### config.mk
export PLATFORM = sky130hd
export DESIGN_NAME = cpu_run_ctrl
export DESIGN_NICKNAME = d
export VERILOG_FILES = /design/src/rtl/cpu_ctrl_pkg.sv /design/src/rtl/cpu_run_ctrl_sync_edge.sv /design/src/rtl/cpu_run_ctrl.sv
export SDC_FILE = /design/constraint.sdc
export NUM_CORES = 1
export LEC_CHECK = 0
export ABC_AREA = 1
export CAP_MARGIN = 20
export CORE_ASPECT_RATIO = 1.2
export CORE_MARGIN = 2
export CORE_UTILIZATION = 48
export CTS_CLUSTER_SIZE = 28
export DETAILED_ROUTE_END_ITERATION = 6
export PLACE_DENSITY = 0.87
export SETUP_SLACK_MARGIN = 0.3
export SLEW_MARGIN = 20
export SYNTH_ARGS = -nofsm -noshare
export SYNTH_HDL_FRONTEND = slang
export SYNTH_HIERARCHICAL = 1
export SYNTH_SLANG_ARGS = --single-unit
### constraint.sdc
create_clock -name clk -period 4.9 [get_ports clk]
set_clock_uncertainty 0.2 [all_clocks]
set_input_delay 0.98 -clock clk [delete_from_list [all_inputs] [get_ports clk]]
set_output_delay 0.98 -clock clk [all_outputs]
set_load 0.03 [all_outputs]
### src/rtl/cpu_ctrl_pkg.sv
// Shared encodings and defaults for the CPU run/step/halt sequencer.
package cpu_ctrl_pkg;

  typedef enum logic [2:0] {
    ST_IDLE      = 3'd0,
    ST_RESET     = 3'd1,
    ST_RUN       = 3'd2,
    ST_STEP_WAIT = 3'd3,
    ST_STEP_EXEC = 3'd4,
    ST_HALT      = 3'd5
  } state_e;

  // Why execution stopped; shared with the seven-segment display mux.
  typedef enum logic [1:0] {
    HR_NONE      = 2'd0,
    HR_SELF_LOOP = 2'd1,
    HR_TIMEOUT   = 2'd2,
    HR_ABORT     = 2'd3
  } halt_reason_e;

  localparam int unsigned DEF_RST_CYCLES = 4;
  localparam int unsigned DEF_MAX_CYCLES = 1000;
  localparam int unsigned DEF_CNT_W      = 16;

  // The CPU is out of reset in every state past RESET.
  function automatic logic cpu_live(input state_e s);
    return (s == ST_RUN) || (s == ST_STEP_WAIT) || (s == ST_STEP_EXEC) || (s == ST_HALT);
  endfunction

endpackage

### src/rtl/cpu_run_ctrl_sync_edge.sv
// Two-flop synchroniser for a raw board input, plus a one-cycle rising-edge pulse.
module sync_edge (
  input  logic clk,
  input  logic rst,
  input  logic d_i,
  output logic level_o,
  output logic rise_o
);

  logic sync1_q, sync2_q, prev_q;

  always_ff @(posedge clk or negedge rst) begin
    if (!rst) begin
      sync1_q <= 1'b0;
      sync2_q <= 1'b0;
      prev_q  <= 1'b0;
    end else begin
      sync1_q <= d_i;
      sync2_q <= sync1_q;
      prev_q  <= sync2_q;
    end
  end

  assign level_o = sync2_q;
  assign rise_o  = sync2_q & ~prev_q;

endmodule

### src/rtl/cpu_run_ctrl.sv
// Run/step/halt sequencer: owns the CPU reset and clock-enable, counts enabled
// cycles and stops on a PC self-loop or an expired cycle budget.
//   state      | meaning
//   IDLE       | CPU held in reset, waiting for start
//   RESET      | CPU reset asserted for RST_CYCLES cycles
//   RUN        | free-running, cpu_en every cycle
//   STEP_WAIT  | CPU out of reset, waiting for a step press
//   STEP_EXEC  | one enabled cycle for a step press
//   HALT       | stopped, CPU state preserved for display
module cpu_run_ctrl
  import cpu_ctrl_pkg::*;
#(
  parameter int unsigned RST_CYCLES = DEF_RST_CYCLES,
  parameter int unsigned CNT_W      = DEF_CNT_W,
  parameter int unsigned MAX_CYCLES = DEF_MAX_CYCLES
) (
  input  logic             clk,
  input  logic             rst,
  input  logic             start_i,
  input  logic             step_i,
  input  logic             step_mode_i,
  input  logic [31:0]      pc_i,
  input  logic [31:0]      pc_next_i,
  output logic             cpu_rst_n_o,
  output logic             cpu_en_o,
  output logic             halted_o,
  output logic             timeout_o,
  output logic [2:0]       state_o,
  output logic [CNT_W-1:0] cycle_cnt_o
);

  localparam logic [3:0]       RST_LOAD = 4'(RST_CYCLES - 1);
  localparam bit               TO_EN    = (MAX_CYCLES != 0);
  localparam logic [CNT_W-1:0] MAX_M1   = CNT_W'((MAX_CYCLES == 0) ? 0 : MAX_CYCLES - 1);

  logic start_lvl, step_rise;
  logic unused_start_rise, unused_step_lvl;

  sync_edge u_start_sync (
    .clk     (clk),
    .rst     (rst),
    .d_i     (start_i),
    .level_o (start_lvl),
    .rise_o  (unused_start_rise)
  );

  sync_edge u_step_sync (
    .clk     (clk),
    .rst     (rst),
    .d_i     (step_i),
    .level_o (unused_step_lvl),
    .rise_o  (step_rise)
  );

  state_e           state_q, state_d;
  logic [3:0]       rst_cnt_q, rst_cnt_d;
  logic [CNT_W-1:0] cnt_q, cnt_d;
  logic             timeout_q, timeout_d;
  logic             cpu_rst_n_q, cpu_rst_n_d;
  logic             halted_q, halted_d;
  logic             cpu_en;
  logic             halt_loop, halt_to;

  always_comb begin
    state_d   = state_q;
    rst_cnt_d = rst_cnt_q;
    cnt_d     = cnt_q;
    timeout_d = timeout_q;

    // Enable drops in the same cycle start is seen low, before the abort lands.
    cpu_en    = start_lvl && ((state_q == ST_RUN) || (state_q == ST_STEP_EXEC));
    halt_loop = (pc_next_i == pc_i);
    halt_to   = TO_EN && (cnt_q == MAX_M1);

    if (!start_lvl && (state_q != ST_IDLE)) begin
      state_d = ST_IDLE;
    end else begin
      case (state_q)
        ST_IDLE: begin
          if (start_lvl) begin
            state_d   = ST_RESET;
            rst_cnt_d = RST_LOAD;
          end
        end
        ST_RESET: begin
          cnt_d     = '0;
          timeout_d = 1'b0;
          if (rst_cnt_q == 4'd0) state_d = step_mode_i ? ST_STEP_WAIT : ST_RUN;
          else                   rst_cnt_d = rst_cnt_q - 4'd1;
        end
        ST_RUN, ST_STEP_EXEC: begin
          if (cnt_q != '1) cnt_d = cnt_q + CNT_W'(1);
          if (halt_to) timeout_d = 1'b1;
          if (halt_loop || halt_to)       state_d = ST_HALT;
          else if (state_q == ST_STEP_EXEC) state_d = ST_STEP_WAIT;
        end
        ST_STEP_WAIT: begin
          if (step_rise) state_d = ST_STEP_EXEC;
        end
        ST_HALT: ;
        default: state_d = ST_IDLE;
      endcase
    end

    // Registered from next state so the CPU reset never glitches.
    cpu_rst_n_d = cpu_live(state_d);
    halted_d    = (state_d == ST_HALT);
  end

  always_ff @(posedge clk or negedge rst) begin
    if (!rst) begin
      state_q     <= ST_IDLE;
      rst_cnt_q   <= 4'd0;
      cnt_q       <= '0;
      timeout_q   <= 1'b0;
      cpu_rst_n_q <= 1'b0;
      halted_q    <= 1'b0;
    end else begin
      state_q     <= state_d;
      rst_cnt_q   <= rst_cnt_d;
      cnt_q       <= cnt_d;
      timeout_q   <= timeout_d;
      cpu_rst_n_q <= cpu_rst_n_d;
      halted_q    <= halted_d;
    end
  end

  assign cpu_rst_n_o = cpu_rst_n_q;
  assign cpu_en_o    = cpu_en;
  assign halted_o    = halted_q;
  assign timeout_o   = timeout_q;
  assign state_o     = state_q;
  assign cycle_cnt_o = cnt_q;

endmodule
# Word level (Yosys, flattened, before mapping)
# Cells that the tools add are included.
[totals]
regBits = 31
output_inout_bits = 23
in_bits = 69
wordCells = 64
[classes]
n_bitwise = 3
reduce_logical = 17
n_mux = 15
addsub = 2
n_eq_ne = 16
[op_table]
columns = ["cell", "n"]
rows = [
  ["$eq 32x32->1", 1],
  ["$pmux 16 s2", 1],
  ["$mux 3", 6],
  ["$add 16x1->16 const B", 1],
  ["$eq 16x10->1 const B", 1],
  ["$mux 16", 1],
  ["$ne 16x16->1 const B", 1],
  ["$pmux 3 s5", 1],
  ["$eq 3x2->1 const B", 4],
  ["$eq 3x3->1 const B", 4],
  ["$mux 4", 2],
  ["$pmux 4 s2", 1],
  ["$ne 2x2->1 const B", 3],
  ["$reduce_and 3->1", 2],
  ["$logic_or 1x1->1", 5],
  ["$logic_not 4->1", 1],
  ["$reduce_and 4->1", 1],
  ["$reduce_bool 2->1", 2],
  ["$sub 4x1->4 const B", 1],
  ["$eq 3x1->1 const B", 1],
  ["$logic_not 3->1", 1],
  ["$reduce_bool 3->1", 1],
  ["$logic_and 1x1->1", 2],
  ["$mux 1", 2],
  ["6 further kinds", 7],
]

# Depth between registers and ports, before layout
[logic_depth]
word_depth = 9
ltp_mapped = 13
depth_no_buf = 13

# By module
# The synthesis kept the hierarchy.
[by_module_without_submodules]
columns = ["module", "seq_area_each_um2", "cells_each", "area_each_um2", "instances"]
rows = [
  ["cpu_run_ctrl", 650.6, 312, 2162.1, 1],
  ["sync_edge", 75.1, 5, 85.1, 2],
]

# Worst setup path after synthesis
# OpenSTA, ideal clock, no wires.
[synth_timing]
path_type = "reg-to-output"
startpoint = "register state_q[0], in the netlist state_o[0]"
endpoint = "output port cpu_en_o"
arrival_ps = 1434
slack_ps = 2286
n_path_buf = 0
t_required_ps = 3720
path_stages_with_launch = 6
path_cell_list = "dfrtp_1 nor2_1 nand2_1 o21ai_2 inv_2 nor2_1"
[synth_via]
elab_chain_cells = 3
word_cells_on_any_way = 4
cone_classes = "eq/ne: 2; reduce/logical: 2"
[synth_lines]
columns = ["item", "line", "text"]
rows = [
  ["from (decl)", "cpu_run_ctrl.sv:55", "state_e state_q, state_d;"],
  ["from (signal assigned)", "cpu_run_ctrl.sv:119", "state_q <= state_d;"],
  ["$eq 3x2->1 or $eq 3x3->1 (tied branches)", "cpu_run_ctrl.sv:71", "cpu_en = start_lvl && ((state_q == ST_RUN) || (state_q == ST_STEP_EXEC));"],
  ["$logic_or 1x1->1 (*)", "cpu_run_ctrl.sv:71", ""],
  ["$logic_and 1x1->1 (*)", "cpu_run_ctrl.sv:71", ""],
  ["to (decl)", "cpu_run_ctrl.sv:25", "output logic cpu_en_o,"],
]
# Mark *: on every way between the ends. The rest lies on a longest branch, timed or not.

# Worst setup path in the final report
[layout_timing]
startpoint = "register state_q[2], in the netlist state_o[2]"
endpoint = "output port cpu_en_o"
# Same word-level chain as after synthesis.

==> Implementation_results.wiki <==
{| class="wikitable"
! Metric !! Value
|-
| Result of the run || complete, no violations
|-
| Arrival time worst endpoint || between 2 and 2.5 ns
|-
| Clock tree from TritonCTS || done
|-
| Reg-to-reg critical path endpoint || cycle_cnt_o[7]
|-
| Antenna Diode Count || 0
|-
| Die extent in x || around 67 um
|-
| Metal3 WL || 367 um
|-
| Flip-flop count of the largest register after layout || 16
|-
| Clock buffer count from CTS || 5
|-
| Post-synthesis net count || 391
|-
| Synth-to-Final Area Change || 45.0%
|-
| Count of endpoints failing hold in the final timing report || 0
|-
| Insertion delay of the later-clocked pin in the worst-skew pair || 0.28 ns
|-
| Worst voltage drop across the vdd grid || 355 uV
|-
| Number of fill cells || 376
|-
| Setup slack, reg-to-reg || 2.63 ns
|-
| CP Max Fanout || 13
|-
| Mean instance size in the synthesized netlist || around 7.2 um^2
|-
| Crit Path Category || reg2out
|-
| Element type at the critical path start || register
|-
| Hold WC Path Type || reg2reg
|-
| DRC violations left || 0
|-
| End point of the most critical hold path || u_step_sync/level_o
|-
| Count of input and output buffers || 91
|-
| Global Route Usage Sum || 0.254
|-
| Routed met2 length || around 3000 um
|-
| Tcrit/Tclk final || 0.730
|-
| Post-DR vias/cell || 5.01
|-
| Hold buffer count at cts || 0
|-
| Cell area after synthesis || approximately 0.0023 mm^2
|-
| Number of buffers inserted to repair setup after CTS || 0
|-
| Starting DRT DRC Count || 186
|-
| Clock Root Buffer || sky130_fd_sc_hd__clkbuf_8
|-
| Unrepaired setup endpoints after global routing || no
|-
| Critical path required time || approximately 3.7 ns
|-
| Worst hold path startpoint || u_step_sync/sync1_q
|-
| First-pass GRT wire length || slightly above 10000 um
|-
| WL final || around 5800 um
|-
| Time the worst path needs with I/O delays and setup || 3.58 ns
|-
| Post-route standard cell area excluding fillers || roughly 0.0033 mm^2
|-
| Critical path's slowest cell || sky130_fd_sc_hd__clkdlybuf4s50_1
|-
| Synthesized instance count || between 300 and 400
|-
| Type of element capturing the critical path || output port
|-
| Leakage || around 1.5 nW
|-
| Core region area || about 0.0046 mm^2
|-
| Max stage delay on crit path || 0.68 ns
|-
| Placement Rows || 27
|-
| Residual overflow from global routing || 0
|-
| Clock Sinks || 31
|-
| Vias in the first global route || between 2000 and 2500
|-
| Instance area after placement || ~0.0032 mm^2
|-
| Final estimated routing congestion in global placement || between 0.8 and 0.9
|-
| Pwr/cell area || a little under 300 mW/mm^2
|-
| Height of the chip || between 70 and 80 um
|-
| Post-layout nets || 485
|-
| Number of antenna violations at the first check in global routing || 0
|-
| Final core utilization || 0.725
|-
| Number of maximum-capacitance violations || 0
|-
| Number of synthesis warnings || 6
|-
| Most common cell type on the critical path || sky130_fd_sc_hd__inv_2
|-
| CP cell instances || inv_2 -> nand2_1 -> o21ai_2 -> inv_2 -> nor2_1 -> clkdlybuf4s50_1
|-
| Initial core utilization || 0.500
|-
| Number of buffers on the longest clock path || 2
|-
| Area of the multi-input gates || 0.00131 mm^2
|-
| Remaining number of nets flagged by the antenna check after routing || 0
|-
| Number of endpoints failing setup at the final stage || 0
|-
| Slew at the pin closest to its max-slew limit || around 0.57 ns
|-
| Pin count of the biggest net entering global routing || 32
|-
| Post-CTS Resized || 0
|-
| Topmost layer with routed signal wires || met4
|-
| Routed via count || between 2000 and 2500
|-
| Slew Limit Fails || 0
|-
| Number of stages on the worst hold path || 0
|-
| Area of all sequential standard cells || just under 800 um^2
|-
| Total negative slack || 0 ns
|-
| Wire per inst || 12.4 um
|-
| Maximum frequency from static timing analysis || between 200 and 300 MHz
|-
| Estimated wirelength of the detail-placed design || 4800 um
|-
| CTS clock-pin slew for the worst setup and hold paths || approximately 0.060 ns
|-
| # IOs || around 90
|-
| Slew Limit Headroom || 0.621
|-
| Layout cells sized above 1 || 0.0775
|-
| Start of the worst register-to-register path || state_o[2]
|-
| Area enclosed by the die boundary || about 0.0054 mm^2
|-
| Worst reg2reg path depth || 7
|-
| Routed metal-1 wire length || ~2200 um
|-
| First-pass iteration count of the detailed router || 4
|-
| CTS HTree Levels || 2
|}
==> layout by cell type (no fill, tap or decap), types with 2 or more instances in the layout <==
master / instances
sky130_fd_sc_hd__a31o_2: 2
sky130_fd_sc_hd__clkbuf_8: 6
sky130_fd_sc_hd__clkdlybuf4s50_1: 91
sky130_fd_sc_hd__dfrtp_1: 31
sky130_fd_sc_hd__ha_1: 3
sky130_fd_sc_hd__inv_1: 41
sky130_fd_sc_hd__inv_2: 4
sky130_fd_sc_hd__nand2_1: 97
sky130_fd_sc_hd__nand2_2: 2
sky130_fd_sc_hd__nand3_1: 22
sky130_fd_sc_hd__nand4_1: 9
sky130_fd_sc_hd__nor2_1: 28
sky130_fd_sc_hd__nor2_2: 2
sky130_fd_sc_hd__nor3_1: 7
sky130_fd_sc_hd__o21ai_0: 7
sky130_fd_sc_hd__o21ai_1: 7
sky130_fd_sc_hd__o21ai_2: 3
sky130_fd_sc_hd__o31ai_2: 7
sky130_fd_sc_hd__xnor2_1: 25
sky130_fd_sc_hd__xor2_1: 8
==> stage by stage <==
step	cells	worst slack, ns	power, mW	hold WS (ns)
after CTS	471	1.31	0.987	0.151
after global routing	471	1.17	1.06	0.164
after floorplan	319	2.29	0.659	0.131
after detailed placement	464	1.63	0.782	0.137
after global placement	464	1.69	0.770	0.133
final	471	1.32	0.978	0.148
==> worst max path at each step <==
| stage | startpoint | end | slack, ns | cells past startpoint |
|---|---|---|---|---|
| floorplan | state_o[0] | cpu_en_o | 2.29 | 5 |
| global placement | state_o[2] | cpu_en_o | 1.69 | 6 |
| detailed placement | state_o[2] | cpu_en_o | 1.63 | 6 |
| CTS | state_o[2] | cpu_en_o | 1.31 | 6 |
| global route | state_o[2] | cpu_en_o | 1.17 | 6 |
| finish | state_o[2] | cpu_en_o | 1.32 | 6 |
==> area by class of cell <==
| cell class | instances | area share |
|---|---|---|
| Sequential cell | 31 | 0.233 |
| Timing Repair Buffer | 92 | 0.276 |
| Multi-Input combinational cell | 238 | 0.393 |
| Inverter | 45 | 0.0507 |
| Clock inverter | 1 | 0.00150 |
| Clock buffer | 6 | 0.0248 |
| Tap cell | 58 | 0.0218 |
==> layer usage <==
metal | up-vias | GRT usage
li1 | 1196 | -
met1 | 1051 | 0.288
met2 | 92 | 0.433
met3 | 23 | 0.0677
met4 | 0 | 0.120
met5 | - | 0
==> power breakdown <==
group / total, mW / leakage, nW / internal (mW) / switching, mW
Combinational: 0.457 / 1.04 / 0.170 / 0.288
Clock: 0.201 / 0.0470 / 0.110 / 0.0907
Sequential: 0.320 / 0.411 / 0.292 / 0.0282
==> critical path: cells and delay by family (launching register included) <==
kind | cells | cell delay [ns]
AO/OA/AOI/OAI | 1 | 0.46
AND/OR/NAND/NOR | 2 | 0.19
flip-flops | 1 | 0.45
buffers and inverters | 3 | 1.02
No activity file was read; power rests on OpenSTA's default activity.
==> patch 1 (same settings) <==
Set the package constant `DEF_MAX_CYCLES` to 750 (it was 1000).
--- a/src/rtl/cpu_ctrl_pkg.sv
+++ b/src/rtl/cpu_ctrl_pkg.sv
@@ -19,7 +19,7 @@
   } halt_reason_e;
 
   localparam int unsigned DEF_RST_CYCLES = 4;
-  localparam int unsigned DEF_MAX_CYCLES = 1000;
+  localparam int unsigned DEF_MAX_CYCLES = 750;
   localparam int unsigned DEF_CNT_W      = 16;
 
   // The CPU is out of reset in every state past RESET.
Formal check against the unedited RTL: no difference found for any inputs over 10 cycles, from zero or initial values and one cycle with rst low; that may be too few to reach the edited logic, so the function may still have changed.
==> patch 1 against the unedited design <==
Die area down 1.9%; combinational power up 3%; global-route usage up 0.44 points; setup slack better by 48 ps; non-clock buffer count unchanged; design area down 1.5%; fmax up 1.4%; power up 1.6%; wire length up 8.0%; via count down 0.68%; synthesized area down 2.1%; sequential cell count unchanged; critical endpoint unchanged; highest routed layer unchanged.
==> patch 1: results (changes against the unedited design) <==
The minimum setup slack among reg-to-reg paths came out at 2440 ps (-190 ps). Routed wire length: 6310 um (+8.0%). The number of nets produced by synthesis is 387 (-1.0%), and the worst reg-to-reg path cell count is 11 (+4). The tools report the worst endpoint data arrival time as 2350 ps (-50 ps). The logs give 3200 sq um (-1.5%) for the total placed instance area and 2346 (-0.68%) for the via count. For the cell count after placement, the log shows 460 (-0.86%).

The fraction of final layout cells with drive strength greater than 1 was 6.36% (-1.4 points); the number of fill cells was 381 (+1.3%). The tools report the initial antenna violation count as 0 (unchanged). The number of detailed-route iterations in the first pass is 5 (+1). The instance count of the mapped netlist was 314 (-1.6%). For the wire length of the first global-routing pass, the log shows 10400 um (+0.81%).

The number of gates given a new drive strength after cts was 0 (unchanged). For the number of design-rule violations left by the first detailed-router iteration, the log shows 161 (-13%). The worst register-to-register path ends at cycle_cnt_o[8].

The run gives 0.950 (+7.2%) as the global placement routability congestion. The run finished with clean final reports. The tools report the total routing usage reported by global routing as 25.8% (+0.44 points).

The logs give 5050 um (+5.2%) for the detailed placement HPWL and 0.000233 V (-34%) for the maximum resistive drop on vdd. Flip-flop count of the largest register, all copies and words added: 16 (unchanged). The routed length per instance is 13.5 um (+9.0%).

Worst setup path startpoint: state_o[0]. The logs give 0.00150 uW (+0.16%) for the leakage power total and 482 (-0.62%) for the net count reported at finish. The worst slew margin relative to its limit is 63.1% (+0.97 points), and the maximum fanout along the worst path is 11 (-2).
## patch 1: report_power, final
group | switching, uW | total (uW) | internal (uW)
clock | 94.7 | 205 | 110
combinational | 300 | 472 | 172
sequential | 27.1 | 317 | 290
total | 422 | 994 | 572
## patch 1: worst min-delay path by stage
stage | endpoint | slack, ps | startpoint
final | u_start_sync/level_o | 150 | u_start_sync/sync1_q
after global routing | u_start_sync/level_o | 160 | u_start_sync/sync1_q
after CTS | u_start_sync/level_o | 160 | u_start_sync/sync1_q
after detailed placement | u_start_sync/level_o | 140 | u_start_sync/sync1_q
after global placement | u_step_sync/level_o | 130 | u_step_sync/sync1_q
after floorplan | u_start_sync/level_o | 130 | u_start_sync/sync1_q
## patch 1: worst register-to-register path, cell delays in order (launching register included)
cell and delay, ps:
sky130_fd_sc_hd__dfrtp_1 420, sky130_fd_sc_hd__inv_2 110, sky130_fd_sc_hd__nand2_1 90, sky130_fd_sc_hd__o21ai_2 460, sky130_fd_sc_hd__inv_2 150, sky130_fd_sc_hd__nand2_1 90, sky130_fd_sc_hd__nand2_1 70, sky130_fd_sc_hd__inv_1 70
sky130_fd_sc_hd__nand2_2 220, sky130_fd_sc_hd__inv_2 250, sky130_fd_sc_hd__nand4_1 120, sky130_fd_sc_hd__o21ai_0 130
## patch 1: layout make-up
type | count | area, sq um | share of cell area [%]
multi-input cells | 232 | 1250 | 38.1
repair buffers | 92 | 918 | 28.0
flip-flops and latches | 31 | 776 | 23.6
well taps | 58 | 72.6 | 2.21
clock inverters | 1 | 5.00 | 0.152
inverters | 47 | 176 | 5.37
clock buffers | 6 | 82.6 | 2.52
## patch 1: metal layers
| layer | GRT usage [%] | vias up | part of all wire, % | wire [um] |
|---|---|---|---|---|
| li1 | - | 1191 | - | - |
| met1 | 31.1 | 1032 | 39 | 2480 |
| met2 | 44.0 | 95 | 51 | 3220 |
| met3 | 4.82 | 28 | 5.6 | 352 |
| met4 | 11.6 | 0 | 4.1 | 261 |
| met5 | 0 | - | 0 | 0 |
## patch 1: metrics by stage
stage          worst slack, ps  utilization [%]  hold slack (ps)
4_1_cts                   1390             72.0              156
3_5_place_dp              1690             70.1              142
3_3_place_gp              1740             70.1              134
6_report                  1370             72.0              152
5_1_grt                   1180             72.0              164
2_1_floorplan             2350                -              131
==> patch 2 (same settings) <==
Made on the original files. The output `cpu_rst_n_o` loses its register stage (`cpu_rst_n_q` becomes a continuous assignment).
--- a/src/rtl/cpu_run_ctrl.sv
+++ b/src/rtl/cpu_run_ctrl.sv
@@ -113,17 +113,17 @@
       rst_cnt_q   <= 4'd0;
       cnt_q       <= '0;
       timeout_q   <= 1'b0;
-      cpu_rst_n_q <= 1'b0;
       halted_q    <= 1'b0;
     end else begin
       state_q     <= state_d;
       rst_cnt_q   <= rst_cnt_d;
       cnt_q       <= cnt_d;
       timeout_q   <= timeout_d;
-      cpu_rst_n_q <= cpu_rst_n_d;
       halted_q    <= halted_d;
     end
   end
+
+  assign cpu_rst_n_q = cpu_rst_n_d;
 
   assign cpu_rst_n_o = cpu_rst_n_q;
   assign cpu_en_o    = cpu_en;
Function: changed (Yosys sat finds a counterexample within 10 cycles, from zero or initial values and one cycle with rst low).
==> patch 2 against the unedited design <==
Setup slack got worse by 640 ps; die area is 1.0% lower; non-clock buffer count unchanged; power rose by 4.3%; sequential cell count down 1; wire length up 2.5%; design area is 0.11% lower; first-iteration DRC count fell by 2.2%; synthesized area fell by 1.1%; global-route usage down 0.46 points; synthesized cell count shrank 0.31%; fmax down 15%; critical path depth grew 7; largest cell class unchanged; largest power group unchanged.
==> patch 2: results (changes against the unedited design) <==
The timing endpoint of the critical path is cpu_rst_n_o. The fraction of final layout cells with drive strength greater than 1 is 7.99% (+0.24 points). The highest cell delay on the worst timing path works out to 660 ps (-20 ps). The total routing usage reported by global routing came out at 24.9% (-0.46 points). The ratio of routed vias to standard cells works out to 5.10 (+1.7%).

The tools report the number of detailed-route iterations in the first pass as 5 (+1). The startpoint identified for the worst hold timing path is u_start_sync/sync1_q. The worst slew margin relative to its limit is 60.1% (-2.0 points), and the final hold slack is 149 ps (+0.425 ps). The detailed placement HPWL came out at 4820 um (+0.38%).

For the initial antenna violation count, the log shows 0 (unchanged). The worst reg-to-reg path cell count was 9 (+2). The leakage power total was 0.00149 uW (-0.19%); the number of nets produced by synthesis was 390 (-0.26%).

The number of design-rule violations left by the first detailed-router iteration was 182 (-2.2%); the count of buffers added by post-CTS timing repair for setup was 0 (unchanged). The class of the worst hold path is reg2reg. The critical path starts at pc_next_i[22]. Minimum setup slack among reg-to-reg paths: 2590 ps (-40 ps). The run gives 2402 (+1.7%) as the via count. For the wire length of the first global-routing pass, the log shows 10200 um (-1.4%). Maximum fanout along the worst path: 3 (-10). Worst endpoint data arrival time: 3040 ps (+640 ps). The maximum resistive drop on vdd came out at 0.000436 V (+23%). Via count of the first global-routing pass: 2345 (-1.1%). The flow ran to the end, and the final reports show no timing, DRC or antenna violations. The net count reported at finish was 484 (-0.21%); the cell count after placement was 463 (-0.22%). Upper clock frequency limit: 237 MHz (-15%).

For the number of fill cells, the log shows 399 (+6.1%). The synthesized area per cell was 7.15 sq um (-0.78%); the minimum setup slack after placement was 679 ps (-955 ps). The total placed instance area was 3220 sq um (-0.77%); the global placement routability congestion was 0.904 (+2.0%).
-- patch 2: routing by layer --
metal	routed length, um	up-vias	global-route usage [%]
met2	3210	79	43.0
li1	-	1197	-
met5	0	-	0
met3	288	24	4.37
met4	216	0	12.9
met1	2270	1102	29.0
-- patch 2: power breakdown --
group / total (uW) / switching [uW] / internal (uW) / leakage (uW)
Sequential: 311 / 31.1 / 279 / 0.000398
Combinational: 460 / 290 / 170 / 0.00104
Clock: 249 / 99.9 / 149 / 0.0000579
Total: 1020 / 421 / 599 / 0.00149
-- patch 2: cell type report --
type                       count  area (sq um)  share of cell area, %
clock buffer                   5          68.8                   2.07
timing repair buffer          92           918                   27.6
clock inverter                 3          40.0                   1.20
inverter                      45           169                   5.08
sequential                    30           751                   22.6
multi-input combinational    238          1310                   39.3
tap                           58          72.6                   2.18
